<file path="src/rtl/perceptron_pkg.sv">
// Shared constants, opcodes and FSM states for the perceptron feeder and data stage.
package perceptron_pkg;

  localparam int unsigned WIDTH = 32;
  localparam int unsigned OPW   = 3;

  localparam logic [OPW-1:0] OP_0 = OPW'(0);
  localparam logic [OPW-1:0] OP_1 = OPW'(1);
  localparam logic [OPW-1:0] OP_2 = OPW'(2);
  localparam logic [OPW-1:0] OP_3 = OPW'(3);
  localparam logic [OPW-1:0] OP_4 = OPW'(4);
  localparam logic [OPW-1:0] OP_5 = OPW'(5);
  localparam logic [OPW-1:0] OP_6 = OPW'(6);
  localparam logic [OPW-1:0] OP_7 = OPW'(7);

  typedef enum logic [1:0] {
    IDLE  = 2'd0,
    SHIFT = 2'd1,
    GAP   = 2'd2
  } state_t;

endpackage

</file>
<file path="src/rtl/percept_serialiser_if.sv">
// Producer-side operand handshake for the perceptron serialiser.
interface percept_serialiser_if #(
  parameter int unsigned WIDTH = perceptron_pkg::WIDTH,
  parameter int unsigned OPW   = perceptron_pkg::OPW
);

  logic             in_valid;
  logic             in_ready;
  logic [WIDTH-1:0] in_weight;
  logic [WIDTH-1:0] in_data;
  logic [OPW-1:0]   in_opcode;

  modport master (
    output in_valid,
    output in_weight,
    output in_data,
    output in_opcode,
    input  in_ready
  );

  modport slave (
    input  in_valid,
    input  in_weight,
    input  in_data,
    input  in_opcode,
    output in_ready
  );

endinterface

</file>
<file path="src/rtl/percept_hold_reg.sv">
// Single-entry valid/ready holding register for one (weight, data, opcode) triple.
module percept_hold_reg #(
  parameter int unsigned WIDTH = 32,
  parameter int unsigned OPW   = 3
) (
  input  logic             clk,
  input  logic             Rst,
  input  logic             s_valid,
  output logic             s_ready,
  input  logic [WIDTH-1:0] s_weight,
  input  logic [WIDTH-1:0] s_data,
  input  logic [OPW-1:0]   s_opcode,
  output logic             m_valid,
  input  logic             m_ready,
  output logic [WIDTH-1:0] m_weight,
  output logic [WIDTH-1:0] m_data,
  output logic [OPW-1:0]   m_opcode
);

  logic full;

  assign s_ready = !full;
  assign m_valid = full;

  // Capture when empty, release when the consumer pops; both cannot coincide.
  always_ff @(posedge clk) begin
    if (Rst) begin
      full     <= 1'b0;
      m_weight <= '0;
      m_data   <= '0;
      m_opcode <= '0;
    end else if (s_valid && !full) begin
      full     <= 1'b1;
      m_weight <= s_weight;
      m_data   <= s_data;
      m_opcode <= s_opcode;
    end else if (m_ready) begin
      full     <= 1'b0;
    end
  end

endmodule

</file>
<file path="src/rtl/percept_serialiser.sv">
// Serialises (weight, data) operand pairs MSB-first into fixed frames with an idle gap,
// holding the triple's opcode on opcode_out for the whole frame.
module percept_serialiser #(
  parameter int unsigned WIDTH      = perceptron_pkg::WIDTH,
  parameter int unsigned GAP_CYCLES = 5,
  parameter int unsigned OPW        = perceptron_pkg::OPW
) (
  input  logic                clk,
  input  logic                Rst,
  percept_serialiser_if.slave in_if,
  output logic                ser_out,
  output logic [OPW-1:0]      opcode_out,
  output logic                sending,
  output logic                frame_start,
  output logic                frame_done
);

  import perceptron_pkg::*;

  localparam int unsigned FRAME = 2 * WIDTH;
  localparam int unsigned CW    = $clog2(FRAME);
  localparam int unsigned GW    = (GAP_CYCLES > 1) ? $clog2(GAP_CYCLES) : 1;

  state_t           state;
  logic [FRAME-1:0] shreg;
  logic [CW-1:0]    bit_cnt;
  logic [GW-1:0]    gap_cnt;

  logic             hold_full;
  logic [WIDTH-1:0] hold_w;
  logic [WIDTH-1:0] hold_d;
  logic [OPW-1:0]   hold_op;

  logic             last_bit_c;
  logic             gap_last_c;
  logic             start_eval_c;
  logic             start_c;
  logic             hold_pop_c;
  logic             hold_in_valid_c;
  logic [WIDTH-1:0] start_w_c;
  logic [WIDTH-1:0] start_d_c;
  logic [OPW-1:0]   start_op_c;
  logic             shreg_msb_unused;

  // The MSB has already been presented on ser_out by the time the shifter moves.
  assign shreg_msb_unused = shreg[FRAME-1];

  // Edges at which a new frame may begin: idle, end of gap, or end of frame with no gap.
  assign last_bit_c   = (state == SHIFT) && (bit_cnt == CW'(FRAME - 1));
  assign gap_last_c   = (state == GAP) && (gap_cnt == GW'(GAP_CYCLES - 1));
  assign start_eval_c = (state == IDLE) || gap_last_c || (last_bit_c && (GAP_CYCLES == 0));

  // Held triple wins; otherwise a fresh transfer goes straight into the shifter.
  assign start_c         = start_eval_c && (hold_full || in_if.in_valid);
  assign hold_pop_c      = start_eval_c && hold_full;
  assign hold_in_valid_c = in_if.in_valid && !start_eval_c;

  // Source of the triple loaded at a frame start.
  assign start_w_c  = hold_full ? hold_w  : in_if.in_weight;
  assign start_d_c  = hold_full ? hold_d  : in_if.in_data;
  assign start_op_c = hold_full ? hold_op : in_if.in_opcode;

  percept_hold_reg #(
    .WIDTH (WIDTH),
    .OPW   (OPW)
  ) u_hold (
    .clk      (clk),
    .Rst      (Rst),
    .s_valid  (hold_in_valid_c),
    .s_ready  (in_if.in_ready),
    .s_weight (in_if.in_weight),
    .s_data   (in_if.in_data),
    .s_opcode (in_if.in_opcode),
    .m_valid  (hold_full),
    .m_ready  (hold_pop_c),
    .m_weight (hold_w),
    .m_data   (hold_d),
    .m_opcode (hold_op)
  );

  // Frame FSM, shifter, counters and registered downstream outputs.
  always_ff @(posedge clk) begin
    if (Rst) begin
      state       <= IDLE;
      shreg       <= '0;
      bit_cnt     <= '0;
      gap_cnt     <= '0;
      ser_out     <= 1'b0;
      opcode_out  <= '0;
      sending     <= 1'b0;
      frame_start <= 1'b0;
      frame_done  <= 1'b0;
    end else begin
      frame_start <= 1'b0;
      frame_done  <= 1'b0;

      case (state)
        SHIFT: begin
          if (!last_bit_c) begin
            shreg   <= {shreg[FRAME-2:0], 1'b0};
            ser_out <= shreg[FRAME-2];
            bit_cnt <= bit_cnt + CW'(1);
          end else begin
            ser_out    <= 1'b0;
            sending    <= 1'b0;
            frame_done <= 1'b1;
            gap_cnt    <= '0;
            state      <= (GAP_CYCLES == 0) ? IDLE : GAP;
          end
        end
        GAP: begin
          if (!gap_last_c) begin
            gap_cnt <= gap_cnt + GW'(1);
          end else begin
            state <= IDLE;
          end
        end
        default: ;
      endcase

      if (start_c) begin
        state       <= SHIFT;
        shreg       <= {start_w_c, start_d_c};
        ser_out     <= start_w_c[WIDTH-1];
        opcode_out  <= start_op_c;
        sending     <= 1'b1;
        frame_start <= 1'b1;
        bit_cnt     <= '0;
      end
    end
  end

endmodule

</file>
<file path="src/flat_wrapper.sv">
// flat-port wrapper written by rule: the top's interface ports become plain ports
module percept_serialiser_flat import perceptron_pkg::*;
#(
  parameter int unsigned WIDTH      = perceptron_pkg::WIDTH,
  parameter int unsigned GAP_CYCLES = 5,
  parameter int unsigned OPW        = perceptron_pkg::OPW
)
  (clk, Rst, ser_out, opcode_out, sending, frame_start, frame_done, in_if_in_valid, in_if_in_weight, in_if_in_data, in_if_in_opcode, in_if_in_ready);
  percept_serialiser_if #(.WIDTH(WIDTH), .OPW(OPW)) in_if_i ();
  input  logic clk;
  input  logic Rst;
  output logic ser_out;
  output logic [OPW-1:0] opcode_out;
  output logic sending;
  output logic frame_start;
  output logic frame_done;
  input wire logic [$bits(in_if_i.in_valid)-1:0] in_if_in_valid;
  input wire logic [$bits(in_if_i.in_weight)-1:0] in_if_in_weight;
  input wire logic [$bits(in_if_i.in_data)-1:0] in_if_in_data;
  input wire logic [$bits(in_if_i.in_opcode)-1:0] in_if_in_opcode;
  output wire logic [$bits(in_if_i.in_ready)-1:0] in_if_in_ready;
  assign in_if_i.in_valid = in_if_in_valid;
  assign in_if_i.in_weight = in_if_in_weight;
  assign in_if_i.in_data = in_if_in_data;
  assign in_if_i.in_opcode = in_if_in_opcode;
  assign in_if_in_ready = in_if_i.in_ready;
  percept_serialiser #(.WIDTH(WIDTH), .GAP_CYCLES(GAP_CYCLES), .OPW(OPW)) u_core (.clk(clk), .Rst(Rst), .in_if(in_if_i), .ser_out(ser_out), .opcode_out(opcode_out), .sending(sending), .frame_start(frame_start), .frame_done(frame_done));
endmodule
</file>
<file path="config.mk">
export PLATFORM = sky130hd
export DESIGN_NAME = percept_serialiser_flat
export DESIGN_NICKNAME = d
export VERILOG_FILES = /design/src/rtl/perceptron_pkg.sv /design/src/rtl/percept_serialiser_if.sv /design/src/rtl/percept_hold_reg.sv /design/src/rtl/percept_serialiser.sv /design/src/flat_wrapper.sv
export SDC_FILE = /design/constraint.sdc
export NUM_CORES = 1
export LEC_CHECK = 0
export CORE_MARGIN = 3
export CORE_UTILIZATION = 30
export DETAILED_ROUTE_END_ITERATION = 10
export HOLD_SLACK_MARGIN = 0.12
export SYNTH_ARGS = -nofsm -noshare
export SYNTH_HDL_FRONTEND = slang
export SYNTH_SLANG_ARGS = --single-unit
</file>
<file path="constraint.sdc">
create_clock -name clk -period 1.6 [get_ports clk]
set_input_delay 0.16 -clock clk [delete_from_list [all_inputs] [get_ports clk]]
set_output_delay 0.16 -clock clk [all_outputs]
set_load 0.05 [all_outputs]
</file>
# Word level (Yosys, flattened, before mapping)
# Index checks and enable logic that the tools add are counted.
[word_totals] reg_bits=149 input_bits=70 output_inout_bits=8 word_cells=75
[classes] n_addsub=2 eq_ne=10 muxes=23 bitwise=2 n_reduce_logical=24
[op_table] op="63-bit two-way mux" n=3
[op_table] op="32-bit two-way mux" n=2
[op_table] op="1-bit two-way mux" n=11
[op_table] op="3-bit two-way mux" n=3
[op_table] op="3-bit AND reduction" n=3
[op_table] op="2-bit nonzero test" n=4
[op_table] op="6-bit by 1-bit adder with 6-bit output (second input constant)" n=1
[op_table] op="6-bit == test (second input constant)" n=1
[op_table] op="1-bit logical AND" n=6
[op_table] op="3-bit by 1-bit inequality test with 1-bit output (second input constant)" n=2
[op_table] op="3-bit one-hot mux with 2 select lines" n=1
[op_table] op="2-bit AND reduction" n=3
[op_table] op="2-bit two-way mux" n=2
[op_table] op="2-bit by 1-bit inequality test with 1-bit output (second input constant)" n=2
[op_table] op="2-bit inequality test (second input constant)" n=2
[op_table] op="2-bit one-hot mux with 2 select lines" n=1
[op_table] op="2-bit OR reduction" n=2
[op_table] op="3-bit by 1-bit adder with 3-bit output (second input constant)" n=1
[op_table] op="3-bit == test (second input constant)" n=1
[op_table] op="3-bit nonzero test" n=1
[op_table] op="2-bit by 1-bit == test with 1-bit output (second input constant)" n=1
[op_table] op="2-bit == test (second input constant)" n=1
[op_table] op="1-bit logical NOT" n=2
[op_table] op="2-bit logical NOT" n=1
[op_table] op="2 further kinds" n=4

# Logic depth before layout (Yosys ltp)
[depth] word_depth=7 depth_mapped=9 mapped_depth_nobuf=6

# By module
# Synthesis repeated with hierarchy kept, for this count alone.
[unflattened] cells_unflattened=758 area_unflattened_um2=7546.0
[by_module_without_submodules] mod="percept_serialiser" instances=1 cells_each=449 area_per_inst_um2=4476.8 seq_area_each_um2=1621.6
[by_module_without_submodules] mod="percept_hold_reg" instances=1 cells_each=309 area_per_inst_um2=3069.2 seq_area_each_um2=1361.3

# Least setup slack after synthesis
# No wires, ideal clock.
[synth_path] path_kind="reg2reg" from="register u_core.state[0]" to="register u_core.shreg[41]" setup_time_ps=146 arrival_ps=1529 t_required_ps=1454 setup_slack_ps=-75 stages_incl_launch_ff=9 n_path_buf=2 synth_period_minus_slack_ps=1675 cell_sequence="dfxtp_1 -> inv_1 -> ha_1 -> a31oi_4 -> or2_1 -> buf_6 -> buf_6 -> a211oi_1 -> nor4_1"
[synth_via] elab_chain_len=6 elab_cells_between_ends=11 cone_classes="3 x eq/ne; 1 x mux; 7 x reduce/logical"
[synth_rtl] element="start: declaration" line_no="percept_serialiser.sv:24" rtl="state_t state;"
[synth_rtl] element="start signal: assignment" line_no="percept_serialiser.sv:108" rtl="state <= (GAP_CYCLES == 0) ? IDLE : GAP;"
[synth_rtl] element="2-bit == test" line_no="percept_serialiser.sv:50" rtl="assign gap_last_c = (state == GAP) && (gap_cnt == GW'(GAP_CYCLES - 1));"
[synth_rtl] element="1-bit logical AND" line_no="percept_serialiser.sv:50"
[synth_rtl] element="1-bit logical OR" line_no="percept_serialiser.sv:51" rtl="assign start_eval_c = (state == IDLE) || gap_last_c || (last_bit_c && (GAP_CYCLES == 0));"
[synth_rtl] element="1-bit logical AND" line_no="percept_serialiser.sv:54" rtl="assign start_c = start_eval_c && (hold_full || in_if.in_valid);"
[synth_rtl] element="2-bit inequality test (no line) or 2-bit nonzero test (tied branches)"
[synth_rtl] element="2-bit AND reduction (no line)"
[synth_rtl] element="end signal: assignment" line_no="percept_serialiser.sv:100" rtl="shreg <= {shreg[FRAME-2:0], 1'b0};"
[synth_rtl] element="end signal: assignment" line_no="percept_serialiser.sv:123" rtl="shreg <= {start_w_c, start_d_c};"
[synth_rtl] element="end: declaration" line_no="percept_serialiser.sv:25" rtl="logic [FRAME-1:0] shreg;"
# Several ways; a longest one is shown, not always the timed one.
# A chain may end at the register's enable or synchronous reset.

# Worst setup path in the final report
[layout_path] from="register u_core.state[0]" to="register u_core.shreg[31]"
# The elaborated chain is that of the path after synthesis.

==> metrics list <==
- Pin count of the biggest net entering global routing: 51
- Count of warnings emitted by yosys: 0
- The H-tree was split into 4 levels.
- After synthesis, the share of flip-flops with an asynchronous set or reset is 0.
* Post-Synth Simple-Gate Area: 0.3214
* Clock transition at the register clock pins on the worst setup and hold paths after CTS: 60 ps
- Initial antenna violation count: 1
- Total CTS buffers: 17
- Nature of the critical path endpoint: register
- The startpoint identified for the worst register-to-register timing path is u_core.state[0]$_SDFFE_PP0P_.
* Slew @ Worst Pin: 500.0 ps
* Fin worst setup slack: -123.4 ps
* Number of failing setup endpoints in the final timing report: between 100 and 150
- Power comes to 18,360 uW.
- From left edge to right edge, the die measures 157.7 um.
* Clock insertion delay at the later pin of the skew report: between 400 and 500 ps
- Detail Route Antenna Nets: 0
* Number of distinct library cell variants in the gate-level netlist after synthesis: 40
* DRC violations left: 0
- Remaining global-route overflow: 0
* Main combinational cell family by area after synthesis: simple AND/OR/NAND/NOR gates
- Fill cell count: 2,152
* Detailed placer's ending HPWL: 11,030 um
- Post-Synthesis Mean Instance Area: 8.327 um2
* Main area contributors after synthesis: sky130_fd_sc_hd__dfxtp_1 (43%), sky130_fd_sc_hd__nor3_1 (9.1%), sky130_fd_sc_hd__nand2_1 (7.7%), sky130_fd_sc_hd__and2_1 (5.7%), sky130_fd_sc_hd__a21oi_1 (5.4%)
* Required time of the critical path: 1930 ps
* Hold-critical path endpoint: u_core.u_hold.m_weight[5]$_SDFFE_PP0P_
- Via-per-instance ratio: 5.205
* Slew headroom: 0.6666
- Met1 track utilization from global routing: 0.1986
* Clock tree from TritonCTS: yes
- Of the total synthesized cell area, the portion taken by full adders, half adders and majority gates is 0.01088.
* Synthesis-to-finish area growth: 39.26%
* Outcome: complete, but fails checks
- Violations in the final reports: setup timing
- The startpoint identified for the worst hold timing path is Rst.
- The final layout contains between 900 and 1,000 nets.
- Counting instances, the worst hold path has a depth of 2.
- With fillers left out, the area of the finished cells amounts to 9613 um2.
- Hold-fix buffers at CTS: 0
* Met2 Usage GRT: 0.2331
- Final slew viol count: 0
* Total negative setup slack: -4374 ps
- In the synthesized netlist, the number of instances is approximately 830.
* Final Hold Violating Endpoints: 0
- First-pass iteration count of the detailed router: 5
- The total area inside the core boundary comes to 22,230 um2.
- Of all cell types, the one taking the most synthesized area is sky130_fd_sc_hd__dfxtp_1.
- Global Route met3 Usage: 0.04265
* Depth of the worst register-to-register path: 8
- Number of design-rule violations left by the first detailed-router iteration: 339
* Min Clock Period, post-route: around 1700 ps
- Counting flops with a built-in enable in the synthesized netlist gives 0.
- Leakage power of the design: 0.003319 uW
- Arrival time reported for the critical path endpoint: 2060 ps
* Sequential area share after synthesis: 0.4321
- Across every metal layer, demand over resource in global routing totals 0.1462.
- The first global-routing pass estimated 29,470 um of wire.
- Critical path start-end classification: register to register
* Synthesized flop and latch total: 149
- Clock tree root buffer cell: sky130_fd_sc_hd__clkbuf_16
- The final layout contains routed wiring with a total length of 19,650 um.
- Worst setup timing slack at the placement stage: -130.0 ps
* Initial core utilization: 0.3105
- Top cells by instance count after synthesis: sky130_fd_sc_hd__dfxtp_1 (149), sky130_fd_sc_hd__nand2_1 (141), sky130_fd_sc_hd__nor3_1 (125), sky130_fd_sc_hd__a21oi_1 (75), sky130_fd_sc_hd__and2_1 (63)
* Detailed-route wire length per cell: 16.24 um
* Worst min-delay path category: input port to register
- In this run the cell area of the synthesized design comes to 6903 um2.
- Dividing the final minimum period by the clock period gives 1.077.
* Setup crit start kind: register
- Area fraction in compound gates after synthesis: 0.1561
- Synthesis produced a netlist with a net count of 905.
* Post-Synth XOR/XNOR Area: 0.003806
* Buffer depth of the longest clock path: 2
- Measured along the y axis, the die boundary spans 157.7 um.
- Most used flip-flop cell after synthesis: sky130_fd_sc_hd__dfxtp_1
- VDD sags by at most ~1200 uV.
- Register-to-register path setup slack: -120 ps
- Max-capacitance violation count: 0
* Fraction of layout instances using a drive strength above 1: 0.2398
* RSZ-0062 raised after global routing: yes
- Based on the critical path, the design can be clocked at up to approximately 580 MHz.
- During placement, the flow inserted port buffers numbering slightly below 80.
- Post-synth top area share: 0.4321
- The initialized floorplan defines between 50 and 60 standard-cell rows.
- The congestion estimate from routability-driven global placement came to 0.7346.
* Die ar.: 24,870 um2
- Along the worst path, the maximum fanout reaches 9.
- The most common cell in the synthesized netlist is sky130_fd_sc_hd__dfxtp_1.
* Cell area reported after detailed placement: 8222 um2
* Power density relative to cell area: ~1900 nW/um2
* Share of cell area taken by muxes after synthesis: 0.008882
- Worst clock skew: 8.764 ps
* Top-level port count: 78
- DR vias: 6,298
- Number of inserted diodes: 0
- The number of global-route vias before repair is 5,747.
- FF-to-FF End: u_core.shreg[31]$_SDFFE_PP0P_
- Sink count of the clock tree: between 100 and 150
* Global routing's busiest layer: met2
- Minimum hold slack: 143.8 ps
stage by stage:
step / utilization / cells
floorplan: - / 829
global placement: 0.3699 / 1153
detailed placement: 0.3699 / 1153
CTS: 0.4084 / 1189
global route: 0.4325 / 1210
finish: 0.4325 / 1210
flip-flops by register name, indices dropped and copies added, names as in the netlist:
register / flops
u_core.u_hold.m_weight: 32
u_core.u_hold.m_data: 32
u_core.u_hold.m_opcode: 3
u_core.frame_start: 1
u_core.bit_cnt: 6
u_core.state: 2
u_core.shreg: 63
u_core.ser_out: 1
u_core.u_hold.m_valid: 1
u_core.gap_cnt: 3
u_core.sending: 1
u_core.opcode_out: 3
u_core.frame_done: 1
routing by layer:
layer  vias to the layer above  share of wire  wire length (um)
met3                        11          0.040               792
met5                         -        0.00097                19
met2                       130           0.48              9422
met1                      3026           0.47              9304
li1                       3129              -                 -
met4                         2         0.0056               111
cell families after synthesis:
logic type,after synthesis
simple gates,424
buf+inv,88
fa+ha+maj,6
mux,6
xor+xnor,3
flops,149
compound gates,153
timing repair:
item | CTS | global route
cloned | 3 | 11
setup endpoints to repair | 138 | 139
pin swaps | 7 | 37
buffers inserted | 1 | 11
resized for setup | 48 | 41
area by class of cell:
cell class / count / area [um2] / area share
multi-input combinational: 593 / 3861 / 0.4017
inverter: 7 / 31.28 / 0.003254
sequential: 149 / 2992 / 0.3112
clock buffer: 19 / 432.9 / 0.04503
timing repair buffer: 149 / 1788 / 0.1860
tap: 280 / 350.3 / 0.03644
clock inverter: 13 / 157.7 / 0.01640
worst max-delay path by stage:
stage,slack (ps),start,to,cells after the start
final,-120,u_core.state[0]$_SDFFE_PP0P_,u_core.shreg[31]$_SDFFE_PP0P_,8
after global placement,-130,u_core.state[1]$_SDFFE_PP0P_,u_core.bit_cnt[2]$_SDFFE_PP0P_,6
after CTS,-70,u_core.gap_cnt[0]$_SDFFE_PP0P_,u_core.shreg[40]$_SDFFE_PP0P_,7
after global routing,-200,u_core.state[0]$_SDFFE_PP0P_,u_core.shreg[11]$_SDFFE_PP0P_,8
after detailed placement,-130,in_if_in_valid,u_core.shreg[39]$_SDFFE_PP0P_,6
after floorplan,-4,u_core.gap_cnt[0]$_SDFFE_PP0P_,u_core.shreg[41]$_SDFFE_PP0P_,8
where the power goes:
group	leakage (uW)	switching (uW)	internal [uW]
clock network	0.000279	1610	2450
registers	0.00123	672	5010
logic	0.00181	4610	4010
total	0.00332	6890	11500
placed cells by master (no fill, tap or decap), types with 5 or more instances in the layout:
cell type and count:
sky130_fd_sc_hd__buf_6 11, sky130_fd_sc_hd__nor2_1 13, sky130_fd_sc_hd__clkdlybuf4s50_1 68, sky130_fd_sc_hd__a21oi_1 75
sky130_fd_sc_hd__buf_12 18, sky130_fd_sc_hd__nor4_1 41, sky130_fd_sc_hd__nand2_1 141, sky130_fd_sc_hd__a211oi_2 47
sky130_fd_sc_hd__clkbuf_16 26, sky130_fd_sc_hd__and2_1 63, sky130_fd_sc_hd__buf_4 38, sky130_fd_sc_hd__a211oi_1 11
sky130_fd_sc_hd__nor3_1 117, sky130_fd_sc_hd__nand3_1 8, sky130_fd_sc_hd__a211oi_4 8, sky130_fd_sc_hd__mux2i_1 5
sky130_fd_sc_hd__dfxtp_1 144, sky130_fd_sc_hd__nor4_2 21, sky130_fd_sc_hd__nor3_2 8
critical path, stage by stage, from the launching register on:
cell and delay, ps:
sky130_fd_sc_hd__dfxtp_2 350, sky130_fd_sc_hd__inv_4 50, sky130_fd_sc_hd__ha_4 160, sky130_fd_sc_hd__a31oi_4 260, sky130_fd_sc_hd__or2_4 220, sky130_fd_sc_hd__buf_4 150, sky130_fd_sc_hd__buf_16 150, sky130_fd_sc_hd__a211oi_4 50
sky130_fd_sc_hd__nor4_2 260
No activity file was read; power rests on OpenSTA's default activity.
